File: config.mk
export PLATFORM = sky130hd
export DESIGN_NAME = uart_stream_ctrl
export DESIGN_NICKNAME = d
export VERILOG_FILES = /design/src/rtl/uart_stream_pkg.sv /design/src/rtl/stream_obuf.sv /design/src/rtl/uart_stream_ctrl.sv
export SDC_FILE = /design/constraint.sdc
export NUM_CORES = 1
export LEC_CHECK = 0
export CORE_UTILIZATION = 54
export CTS_BUF_LIST = sky130_fd_sc_hd__clkbuf_8
export CTS_CLUSTER_DIAMETER = 80
export DETAILED_ROUTE_END_ITERATION = 8
export PLACE_DENSITY = 0.89
export SLEW_MARGIN = 10
export SYNTH_ARGS = -nofsm -noshare
export SYNTH_HDL_FRONTEND = slang
export SYNTH_HIERARCHICAL = 1
export SYNTH_SLANG_ARGS = --single-unit
export TNS_END_PERCENT = 100
File: constraint.sdc
create_clock -name clk_100MHz -period 2.8 [get_ports clk_100MHz]
set_input_delay 0.56 -clock clk_100MHz [delete_from_list [all_inputs] [get_ports clk_100MHz]]
set_output_delay 0.56 -clock clk_100MHz [all_outputs]
set_load 0.05 [all_outputs]
File: src/rtl/uart_stream_pkg.sv
`default_nettype none
// ============================================================================
//  Module      : uart_stream_pkg
//  Description : Shared definitions for the UART stream controller: state
//                encoding of the RUN/DRAIN controller and a ceil(log2)
//                helper used to size pointers and counters.
//  Revision    : 1.0 - initial release
// ============================================================================
package uart_stream_pkg;

    localparam logic [1:0] ST_IDLE  = 2'd0;
    localparam logic [1:0] ST_RUN   = 2'd1;
    localparam logic [1:0] ST_DRAIN = 2'd2;

    typedef enum logic [1:0] {
        S_IDLE  = ST_IDLE,
        S_RUN   = ST_RUN,
        S_DRAIN = ST_DRAIN
    } stream_state_e;

    // ceil(log2(value)); returns 0 for value <= 1.
    function automatic int clog2(input int value);
        int result;
        result = 0;
        for (int i = 0; i < 31; i++) begin
            if ((1 << i) < value) begin
                result = i + 1;
            end
        end
        return result;
    endfunction

endpackage
`default_nettype wire

File: src/rtl/stream_obuf.sv
`default_nettype none
// ============================================================================
//  Module      : stream_obuf
//  Description : Synchronous DEPTH x DBITS output FIFO with occupancy count.
//                A write and a read in the same cycle both take effect and
//                leave the count unchanged. The head word comes straight
//                from registered storage.
//  Ports       : clk, rst_n    - clock, asynchronous active-low reset
//                i_wr/i_wdata  - push strobe and data
//                i_rd          - pop strobe (ignored when empty)
//                o_rdata       - head word
//                o_count       - number of stored words
//                o_empty       - no words stored
//  Revision    : 1.0 - initial release
// ============================================================================
module stream_obuf
    import uart_stream_pkg::*;
#(
    parameter int DBITS = 8,
    parameter int DEPTH = 4
) (
    input  logic                     clk,
    input  logic                     rst_n,
    input  logic                     i_wr,
    input  logic [DBITS-1:0]         i_wdata,
    input  logic                     i_rd,
    output logic [DBITS-1:0]         o_rdata,
    output logic [clog2(DEPTH):0]    o_count,
    output logic                     o_empty
);

    localparam int AW = clog2(DEPTH);

    logic [DBITS-1:0] r_mem [DEPTH];
    logic [AW-1:0]    r_wr_ptr;
    logic [AW-1:0]    r_rd_ptr;
    logic [AW:0]      r_count;

    logic w_empty;
    logic w_full;
    logic w_rd;
    logic w_wr;

    assign w_empty = (r_count == '0);
    assign w_full  = (r_count == (AW+1)'(DEPTH));
    assign w_rd    = i_rd && !w_empty;
    // A write into a full buffer is only legal when the head leaves the
    // same cycle; the upstream credit check keeps the other case unreachable.
    assign w_wr    = i_wr && (!w_full || w_rd);

    always_ff @(posedge clk or negedge rst_n) begin
        if (!rst_n) begin
            for (int i = 0; i < DEPTH; i++) begin
                r_mem[i] <= '0;
            end
            r_wr_ptr <= '0;
            r_rd_ptr <= '0;
            r_count  <= '0;
        end else begin
            if (w_wr) begin
                r_mem[r_wr_ptr] <= i_wdata;
                r_wr_ptr        <= r_wr_ptr + 1'b1;
            end
            if (w_rd) begin
                r_rd_ptr <= r_rd_ptr + 1'b1;
            end
            case ({w_wr, w_rd})
                2'b10:   r_count <= r_count + 1'b1;
                2'b01:   r_count <= r_count - 1'b1;
                default: r_count <= r_count;
            endcase
        end
    end

    assign o_rdata = r_mem[r_rd_ptr];
    assign o_count = r_count;
    assign o_empty = w_empty;

endmodule
`default_nettype wire

File: src/rtl/uart_stream_ctrl.sv
`default_nettype none
// ============================================================================
//  Module      : uart_stream_ctrl
//  Description : Autonomous stream controller between the UART RX/TX FIFOs
//                and a fixed-latency filter. Words are popped from RX only
//                when a slot in the output buffer is guaranteed, routed
//                through the filter or a one-stage bypass register, and
//                pushed to TX under tx_full backpressure. An IDLE/RUN/DRAIN
//                controller makes enable and mode changes lossless.
//  Ports       : clk_100MHz, reset_btn - clock, async active-low reset
//                enable, bypass        - run request, unfiltered mode
//                rx_empty, rx_data     - RX FIFO status and FWFT head word
//                rd_uart               - RX pop strobe
//                tx_full               - TX FIFO full
//                wr_uart, wr_data      - TX push strobe and word
//                filt_x, filt_y        - filter input (registered) / output
//                state                 - 0 IDLE, 1 RUN, 2 DRAIN
//                busy                  - words in flight or buffered
//                rx_count, tx_count    - wrapping pop / push counters
//  Revision    : 1.0 - initial release
// ============================================================================
module uart_stream_ctrl
    import uart_stream_pkg::*;
#(
    parameter int DBITS      = 8,
    parameter int FILT_LAT   = 1,
    parameter int OBUF_DEPTH = 4,
    parameter int CNT_BITS   = 16
) (
    input  logic                clk_100MHz,
    input  logic                reset_btn,
    input  logic                enable,
    input  logic                bypass,
    input  logic                rx_empty,
    input  logic [DBITS-1:0]    rx_data,
    output logic                rd_uart,
    input  logic                tx_full,
    output logic                wr_uart,
    output logic [DBITS-1:0]    wr_data,
    output logic [DBITS-1:0]    filt_x,
    input  logic [DBITS-1:0]    filt_y,
    output logic [1:0]          state,
    output logic                busy,
    output logic [CNT_BITS-1:0] rx_count,
    output logic [CNT_BITS-1:0] tx_count
);

    // Valid pipeline: bit 0 travels with filt_x, bit FILT_LAT lines up with
    // the matching filt_y, so a popped word reaches the buffer FILT_LAT+1
    // edges after its pop.
    localparam int PIPE_W = FILT_LAT + 1;
    localparam int OCW    = clog2(OBUF_DEPTH) + 1;
    localparam int CRW    = clog2(OBUF_DEPTH + PIPE_W + 2) + 1;

    stream_state_e       r_state;
    stream_state_e       w_state_nxt;
    logic                r_mode;
    logic [PIPE_W-1:0]   r_vpipe;
    logic                r_byp_vld;
    logic [DBITS-1:0]    r_filt_x;
    logic [CNT_BITS-1:0] r_rx_cnt;
    logic [CNT_BITS-1:0] r_tx_cnt;
    logic                r_busy;

    logic [CRW-1:0]      w_inflight;
    logic                w_credit_ok;
    logic                w_exit;
    logic                w_pop;
    logic                w_push;
    logic                w_ob_wr;
    logic [DBITS-1:0]    w_ob_wdata;
    logic [DBITS-1:0]    w_ob_rdata;
    logic [OCW-1:0]      w_ob_count;
    logic [OCW-1:0]      w_ob_cnt_nxt;
    logic                w_ob_empty;
    logic                w_busy_nxt;

    // ------------------------------------------------------------------
    // Credit check: everything popped but not yet written to the buffer
    // (filter pipeline plus the bypass stage) must still fit beside what
    // the buffer already holds. A push in the same cycle frees nothing.
    // ------------------------------------------------------------------
    always_comb begin
        w_inflight = '0;
        for (int i = 0; i < PIPE_W; i++) begin
            w_inflight = w_inflight + CRW'(r_vpipe[i]);
        end
        w_inflight = w_inflight + CRW'(r_byp_vld);
    end

    assign w_credit_ok = (w_inflight + CRW'(w_ob_count)) < CRW'(OBUF_DEPTH);
    assign w_exit      = !enable || (bypass != r_mode);

    // ------------------------------------------------------------------
    // Controller: next state and pop strobe. The exit condition gates the
    // pop so no word is taken on the edge that leaves RUN.
    // ------------------------------------------------------------------
    always_comb begin
        w_state_nxt = r_state;
        w_pop       = 1'b0;
        case (r_state)
            S_IDLE: begin
                if (enable) begin
                    w_state_nxt = S_RUN;
                end
            end
            S_RUN: begin
                w_pop = !w_exit && !rx_empty && w_credit_ok;
                if (w_exit) begin
                    w_state_nxt = S_DRAIN;
                end
            end
            S_DRAIN: begin
                if (w_inflight == '0) begin
                    w_state_nxt = S_IDLE;
                end
            end
            default: begin
                w_state_nxt = S_IDLE;
            end
        endcase
    end

    always_ff @(posedge clk_100MHz or negedge reset_btn) begin
        if (!reset_btn) begin
            r_state <= S_IDLE;
            r_mode  <= 1'b0;
        end else begin
            r_state <= w_state_nxt;
            // Mode is sampled only when starting a run, so a change during
            // RUN first drains the old path.
            if ((r_state == S_IDLE) && enable) begin
                r_mode <= bypass;
            end
        end
    end

    // ------------------------------------------------------------------
    // Datapath. filt_x doubles as the bypass register: it always holds the
    // most recently popped word.
    // ------------------------------------------------------------------
    always_ff @(posedge clk_100MHz or negedge reset_btn) begin
        if (!reset_btn) begin
            r_vpipe   <= '0;
            r_byp_vld <= 1'b0;
            r_filt_x  <= '0;
        end else begin
            r_vpipe   <= {r_vpipe[PIPE_W-2:0], w_pop & ~r_mode};
            r_byp_vld <= w_pop & r_mode;
            if (w_pop) begin
                r_filt_x <= rx_data;
            end
        end
    end

    // Only one path is ever active because the mode changes only with the
    // pipeline empty, so a plain OR is a safe write strobe.
    assign w_ob_wr    = r_byp_vld | r_vpipe[PIPE_W-1];
    assign w_ob_wdata = r_byp_vld ? r_filt_x : filt_y;
    assign w_push     = !w_ob_empty && !tx_full;

    stream_obuf #(
        .DBITS (DBITS),
        .DEPTH (OBUF_DEPTH)
    ) u_obuf (
        .clk     (clk_100MHz),
        .rst_n   (reset_btn),
        .i_wr    (w_ob_wr),
        .i_wdata (w_ob_wdata),
        .i_rd    (w_push),
        .o_rdata (w_ob_rdata),
        .o_count (w_ob_count),
        .o_empty (w_ob_empty)
    );

    // ------------------------------------------------------------------
    // Counters and busy. busy is computed from the post-edge occupancy so
    // it rises on the edge of the first pop and falls on the edge of the
    // last push.
    // ------------------------------------------------------------------
    assign w_ob_cnt_nxt = w_ob_count + OCW'(w_ob_wr) - OCW'(w_push);
    assign w_busy_nxt   = (|r_vpipe[PIPE_W-2:0]) | w_pop | (w_ob_cnt_nxt != '0);

    always_ff @(posedge clk_100MHz or negedge reset_btn) begin
        if (!reset_btn) begin
            r_rx_cnt <= '0;
            r_tx_cnt <= '0;
            r_busy   <= 1'b0;
        end else begin
            if (w_pop) begin
                r_rx_cnt <= r_rx_cnt + 1'b1;
            end
            if (w_push) begin
                r_tx_cnt <= r_tx_cnt + 1'b1;
            end
            r_busy <= w_busy_nxt;
        end
    end

    assign rd_uart  = w_pop;
    assign wr_uart  = w_push;
    assign wr_data  = w_ob_rdata;
    assign filt_x   = r_filt_x;
    assign state    = r_state;
    assign busy     = r_busy;
    assign rx_count = r_rx_cnt;
    assign tx_count = r_tx_cnt;

endmodule
`default_nettype wire

==> results of run 1 <==
## what timing repair did
action	in CTS	in global routing
buffers inserted	3	0
endpoints found under the setup margin	1	2
gates resized for setup	2	4
pin swaps	2	1
## sequential cells by signal (all words and copies together) (netlist names)
| signal | count |
|---|---|
| r_mode | 1 |
| u_obuf/r_rd_ptr | 2 |
| u_obuf/o_count | 3 |
| r_vpipe | 2 |
| filt_x | 8 |
| u_obuf/r_mem | 32 |
| rx_count | 16 |
| u_obuf/r_wr_ptr | 2 |
| busy | 1 |
| tx_count | 16 |
| r_byp_vld | 1 |
| state | 2 |
## worst max-delay path, cell delays in order (launching register included)
cell and delay [ns]:
dfrtp_1 0.41, fa_1 0.45, ha_1 0.24, nor3_4 0.16, nand2_2 0.11, nor2_4 0.14
buf_6 0.13, buf_12 0.13
## per-layer routing
| layer | GRT usage | vias up |
|---|---|---|
| li1 | - | 1278 |
| met2 | 0.377 | 68 |
| met4 | 0.109 | 0 |
| met1 | 0.300 | 1421 |
| met3 | 0.0406 | 13 |
| met5 | 0 | - |
## through the flow
step | total power, uW | TNS [ns] | hold WS (ns) | worst slack, ns
after floorplan | 3630 | 0 | 0.264 | 0.155
after global placement | 4230 | 0 | 0.441 | 0.133
after detailed placement | 4340 | -0.00527 | 0.438 | -0.00527
after CTS | 5220 | 0 | 0.311 | 0.00151
after global routing | 5490 | 0 | 0.343 | 0.0388
final | 5210 | 0 | 0.264 | 0.126
## power groups by stage
stage          Combinational (uW)  Clock [uW]  Sequential, uW
2_1_floorplan                1320           0            2310
3_3_place_gp                 2300           0            1930
3_5_place_dp                 2370           0            1970
4_1_cts                      2390         884            1950
5_1_grt                      2520         952            2010
6_report                     2370         882            1960
## kinds of logic after synthesis
kind of cell | count (synthesis) | share of synthesized area
xor+xnor | 39 | 0.0838
fa+ha+maj | 13 | 0.0444
compound gates | 5 | 0.00751
mux | 61 | 0.186
simple gates | 85 | 0.143
buf+inv | 16 | 0.0192
flops | 86 | 0.516
## worst max-delay path by stage
stage | from | to | slack (ns) | depth (start not counted)
6_report | r_vpipe[0] | rd_uart | 0.13 | 7
5_1_grt | r_vpipe[0] | rd_uart | 0.04 | 7
4_1_cts | r_vpipe[0] | rd_uart | 0.002 | 7
3_5_place_dp | tx_full | busy | -0.005 | 10
3_3_place_gp | tx_full | busy | 0.13 | 10
2_1_floorplan | u_obuf/o_count[0] | busy | 0.15 | 10
## layout make-up
cell class	instances	share of cell area
clock buffer	9	0.0232
clock inverter	7	0.0136
inverter	10	0.00704
multi-input combinational	203	0.368
sequential	86	0.404
tap	99	0.0232
timing repair buffer	90	0.162
## Yosys cell counts (3+ instances only)
cell and n:
inv_1 10, nand2_1 15, and3_1 6, nor2_2 5
nor4_2 3, dfrtp_1 86, mux4_2 8, fa_1 3
nand3_1 14, nand4_1 7, xor2_1 20, o21ai_0 3
xnor2_1 18, mux2_2 50, nor2_1 6, ha_1 10
nor4_1 5, nor4_4 4, nor3_1 5
==> metrics.md, run 1 <==
| Metric | Value |
|---|---|
| Wire per inst | 16.7 um |
| Yosys top cell by area | dfrtp_1 |
| Critical R2R Capture | busy |
| Die Span Y | 89.9 um |
| Int Pwr | 3000 uW |
| Relative max-transition margin | 0.478 |
| Lkg Pwr | 0.00234 uW |
| Synth Area per Inst | 13.7 um^2 |
| Max VDD drop | 0.743 mV |
| Hold/Removal Path Class | input pin to async pin |
| Final wirelength | 8420 um |
| Critical R2R Launch | u_obuf/o_count[2] |
| Synth area leaders | dfrtp_1 (52%), mux2_2 (14%), mux4_2 (4.3%), xor2_1 (4.2%), xnor2_1 (3.8%) |
| CTS tree | yes |
| Final min period | 2.67 ns |
| PortBufs | 74 |
| Clock skew | 0.0121 ns |
| Met2 Wirelength | 4410 um |
| Clock buffer count from CTS | 9 |
| Core area | 7370 um^2 |
| Post-Synthesis Cells | 305 |
| Gr usage total | 0.230 |
| Ratio of cells with drive above 1 in the final layout | 0.311 |
| Sequential area share after synthesis | 0.516 |
| Power share of the clock group | 0.169 |
| RSZ-0062 raised after global routing | false |
| Clock root cell | clkbuf_8 |
| Sw power | 2210 uW |
| Fin cells | 504 |
| Placed insts | 485 |
| Hold_buf cts | 0 |
| Cell Pwr Density | 977 nW/um^2 |
| Commonest cells after routing, fill and taps aside | dfrtp_1 (86), clkdlybuf4s50_1 (63), mux2_2 (50) |
| Site row count | 31 |
| Fin nets | 435 |
| M1 WL | 3460 um |
| Post-synthesis async set-or-reset flop share | 1.00 |
| Most common cell after layout, fill and taps aside | dfrtp_1 |
| I/O pin total | 75 |
| Vias per Instance | 5.52 |
| Yosys cell types | 40 |
| Die area | 8070 um^2 |
| Vias | 2780 |
| Worst reg2reg path depth | 10 |
| Vias in the first global route | 2932 |
| Internal reg-to-reg setup slack | 0.33 ns |
| Synth warn | 6 |
| Final Util | 0.723 |
| Worst-path clk slew | 0.09 ns |
| Clock sinks | 86 |
| Crit path launch type | flop |
| Syn Nets | 340 |
| Critical Path Fanout Max | 2 |
| Largest net degree at the start of global routing | 64 |
| Initial DRC count | 98 |
| Top layer in use | met4 |
| Net switching fraction of the power | 0.425 |
| Gr ovfl total | 0 |
| Worst-Margin Slew | 0.784 ns |
| EDFF count, synth | 0 |
| CTS HTree Levels | 3 |
| Final setup viols | 0 |
| Crit end category | output pin |
| Sequential Power Share | 0.376 |
| Post-route cell area | 5330 um^2 |
| DRC | 0 |
| Die W | 89.9 um |
| Drt pass-1 iters | 4 |
| Fmax | 374 MHz |
| P&R area growth vs syn | 27.9% |
| Post-DP HPWL | 6000 um |
| Final Slew Violations | 0 |
| Synth Cell Area | 4170 um^2 |
| Top cell type's share of synthesized area | 0.516 |
| Hold Violations, Final | 0 |
| Initial Utilization | 0.566 |
| GPL Wtd Cong | 0.734 |
| Critical path class | flop to output pin |
| Fillcell total | 501 |
| Max clock buf depth | 2 |
| Maxcap violations | 0 |
| Fin crit share | 0.955 |
| Primary FF master, synth | dfrtp_1 |
| Comb pwr share | 0.455 |
| Sequential Area | 2150 um^2 |
| Arrival @ worst endpoint | 2.11 ns |
| Initial antenna violation count | 0 |
| Status | complete, no violations |
| Global-route wire length before repair | 14600 um |
| Antenna diodes | 0 |
| Clock latency on the worst-skew pair | 0.37 ns |
| Antenna viol nets, final | 0 |
| Register bit total from synthesis | 86 |
| Multi-input gate area | 1960 um^2 |
| Placed cell area | 5090 um^2 |
| WL met3 | 386 um |
| Critical Path RT | 2.24 ns |
Power figures use the tool's default switching activity.
==> inputs of run 2 (changes only) <==
Settings changed: SLEW_MARGIN 10 to 5.
==> results of run 2 <==
The final DEF is identical to that of run 1; final timing and power are the same.
==> inputs of run 3 (changes only) <==
Settings changed: ABC_AREA set to 1, CORE_UTILIZATION 54 to 56, PLACE_DENSITY 0.89 to 0.9.
==> run 3 against run 2 <==
  * Total power is 2.7% lower
  * Non-clock buffer count is 12 lower
  * Combinational power hardly changed
  * Setup slack worse by 0.021 ns
  * Utilization is 1.5 points lower
  * Final cell count is 47% higher
  * Fmax is 0.79% lower
==> metrics.md, run 3 <==
| Metric | Value |
|---|---|
| Status | complete, no violations |
| DRC | 0 (unchanged) |
| Gr usage total | 0.261 (+0.0306) |
| Antenna viol nets, final | 0 (unchanged) |
| Arrival @ worst endpoint | 2.14 ns (+0.03 ns) |
| Worst-Margin Slew | 0.677 ns (-0.107 ns) |
| Critical Path Fanout Max | 10 (+8) |
| Critical Path RT | 2.24 ns (about the same) |
| Core area | 7850 um^2 (+6.5%) |
| Critical-path cell list | fa_1 > ha_1 > inv_1 > nor2_1 > inv_1 > nand2_2 > nor2_4 > buf_12 |
| Synth top cells by count | nand2_1 (201), dfrtp_1 (86), inv_1 (46) |
| Maxcap violations | 0 (unchanged) |
| Die W | 92.9 um (+3.4%) |
| Post-Synthesis Cells | 563 (+85%) |
| CTS tree | yes |
| Yosys cell types | 32 (-20%) |
| Most common cell after layout, fill and taps aside | nand2_1 |
| Hold_buf cts | 0 (unchanged) |
| Sequential Power Share | 0.367 (-0.009) |
| Post-route cell area | 5560 um^2 (+4.3%) |
| Post-synthesis async set-or-reset flop share | 1.00 (unchanged) |
| Critical path class | flop to output pin |
| Clock buffer count from CTS | 9 (unchanged) |
| GPL Wtd Cong | 0.896 (+22%) |
| Initial DRC count | 384 (+290%) |
| Fin nets | 667 (+53%) |
| Initial antenna violation count | 0 (unchanged) |
| Synth warn | 6 (unchanged) |
| Final setup viols | 0 (unchanged) |
| Crit path launch type | flop |
| Clock skew | 0.00754 ns (-0.00454 ns) |
| Final Slew Violations | 0 (unchanged) |
| Gr ovfl total | 0 (unchanged) |
| Int Pwr | 2690 uW (-10%) |
| Yosys top cell by area | dfrtp_1 |
| Clock sinks | 86 (unchanged) |
| Comb pwr share | 0.473 (+0.018) |
| Relative max-transition margin | 0.549 (+0.0710) |
| P&R area growth vs syn | 20.1% |
| Final wirelength | 10500 um (+25%) |
| Wire per inst | 14.2 um (-15%) |
| Net switching fraction of the power | 0.469 (+0.0443) |
| Hold Violations, Final | 0 (unchanged) |
| PortBufs | 74 (unchanged) |
| Register bit total from synthesis | 86 (unchanged) |
| Critical path's largest stage delay | 0.50 ns (+0.05 ns) |
| Buf/Inv on CP | 3 (+1) |
| Max clock buf depth | 2 (unchanged) |
| Ratio of cells with drive above 1 in the final layout | 0.0973 (-0.214) |
| Power share of the clock group | 0.159 (-0.010) |
| Crit end category | output pin |
| Clock root cell | clkbuf_8 |
| Post-DP HPWL | 7250 um (+21%) |
| Largest register FFs | 32 (unchanged) |
| Final min period | 2.70 ns (+0.0213 ns) |
| Setup_tns | 0 ns (unchanged) |
| Primary FF master, synth | dfrtp_1 |
| Vias per Instance | 5.45 (-1.2%) |
| Fin crit share | 0.963 (+0.00761) |
| Syn Nets | 598 (+76%) |
| Site row count | 32 (+3.2%) |
| Global-route wire length before repair | 17800 um (+22%) |
| Synth area leaders | dfrtp_1 (47%), nand2_1 (16%), nand4_1 (5.5%), inv_1 (3.7%), nor2_1 (3.4%) |
| RSZ-0062 raised after global routing | false |
| Top cell type's share of synthesized area | 0.465 (-0.0512) |
| Worst-path clk slew | 0.08 ns (about the same) |
| Lkg Pwr | 0.00274 uW (+17%) |
| Die area | 8630 um^2 (+6.9%) |
| CTS HTree Levels | 3 (unchanged) |
| Initial Utilization | 0.590 (+0.0241) |
| Placed cell area | 5370 um^2 (+5.6%) |
| Vias | 4028 (+45%) |
| Fmax | 371 MHz (-0.79%) |
| Critical Path Most Common Cell | inv_1 |
| Max VDD drop | 0.513 mV (-31%) |
| Drt pass-1 iters | 6 (+2) |
| Hold/Removal Path Class | input pin to async pin |
| Slowest-stage cell, CP | dfrtp_2 |
| CP top delay family | adder cells |
| Sequential area share after synthesis | 0.465 (-0.0512) |
| Antenna diodes | 0 (unchanged) |
| Cell Pwr Density | 912 nW/um^2 (-6.7%) |
| Largest net degree at the start of global routing | 87 (+36%) |
| I/O pin total | 75 (unchanged) |
| Most flops, register | u_obuf/r_mem |
| Synth Area per Inst | 8.22 um^2 (-40%) |
| Clock latency on the worst-skew pair | 0.35 ns (-0.02 ns) |
| Sw power | 2380 uW (+7.4%) |
| Synth Cell Area | 4630 um^2 (+11%) |
| Vias in the first global route | 3851 (+31%) |
| EDFF count, synth | 0 (unchanged) |
| Die Span Y | 92.9 um (+3.4%) |
| Commonest cells after routing, fill and taps aside | nand2_1 (201), dfrtp_1 (85), clkdlybuf4s50_1 (63) |
| Top-count cell post-synth | nand2_1 |
| Final Power | 5070 uW (-2.7%) |
[run 3: changes by cell type in the layout (fill, tap and decap cells not counted), sizes merged, moves of 7 or more]
cell and change:
nand3b +9, buf -12, o21ai +22, nor2 +39, nor4 -12, mux2 -44
xor2 -12, nand4 +34, xnor2 -10, inv +39, mux4 -8, nand2 +191
o22ai +7
[run 3: final cells by class]
cell class | count | area, um^2
Inverter | 49 | 184
Tap cell | 102 | 128
Clock inverter | 4 | 21.3
Multi-Input combinational cell | 408 | 2140
Fill cell | 628 | 2290
Clock buffer | 12 | 165
Timing Repair Buffer | 78 | 768
Sequential cell | 86 | 2150
[run 3: logic make-up after synthesis]
logic type | Yosys count | share of synthesized area
compound gates | 36 | 0.0422
xor+xnor | 17 | 0.0338
fa+ha+maj | 13 | 0.0400
buf+inv | 69 | 0.0725
flops | 86 | 0.465
mux | 8 | 0.0195
simple gates | 334 | 0.327
[run 3: final timing paths]
kind / to / depth (start not counted) / startpoint / slack (ns)
setup / recovery: rd_uart / 8 / r_byp_vld / 0.10
hold / removal: rx_count[11] / 2 / reset_btn / 0.22
setup reg to reg: u_obuf/o_count[2] / 13 / u_obuf/o_count[1] / 0.33
hold reg to reg: u_obuf/r_mem[8] / 2 / u_obuf/r_mem[8] / 0.47
max in group asynchronous: r_byp_vld / 2 / reset_btn / 2.22
min in group clk_100MHz: u_obuf/r_mem[8] / 2 / u_obuf/r_mem[8] / 0.47
[run 3: stage by stage]
stage	hold WS (ns)	setup WS, ns	std cells	utilization
floorplan	0.264	0.362	563	-
global placement	0.450	0.211	723	0.684
detailed placement	0.455	0.0791	723	0.684
CTS	0.243	0.0116	739	0.708
global route	0.239	0.00316	739	0.708
finish	0.222	0.105	739	0.708
[run 3: layer usage]
layer  vias up  routed length, um  global-route usage
met5         -                  0                   0
met2       177               4890               0.413
met3        24                881              0.0657
met4         0                182              0.0821
met1      1877               4540               0.353
li1       1950                  -                   -
[run 3: power groups by stage]
stage	Clock [uW]	Combinational, uW	Sequential, uW
after detailed placement	0	2390	1860
final	808	2400	1860
after global routing	881	2600	1900
after CTS	826	2400	1850
after global placement	0	2320	1850
after floorplan	0	1370	2210
[run 3: timing repair]
action	in CTS	in global routing
buffers inserted	0	0
endpoints found under the setup margin	0	1
resized for setup	0	1
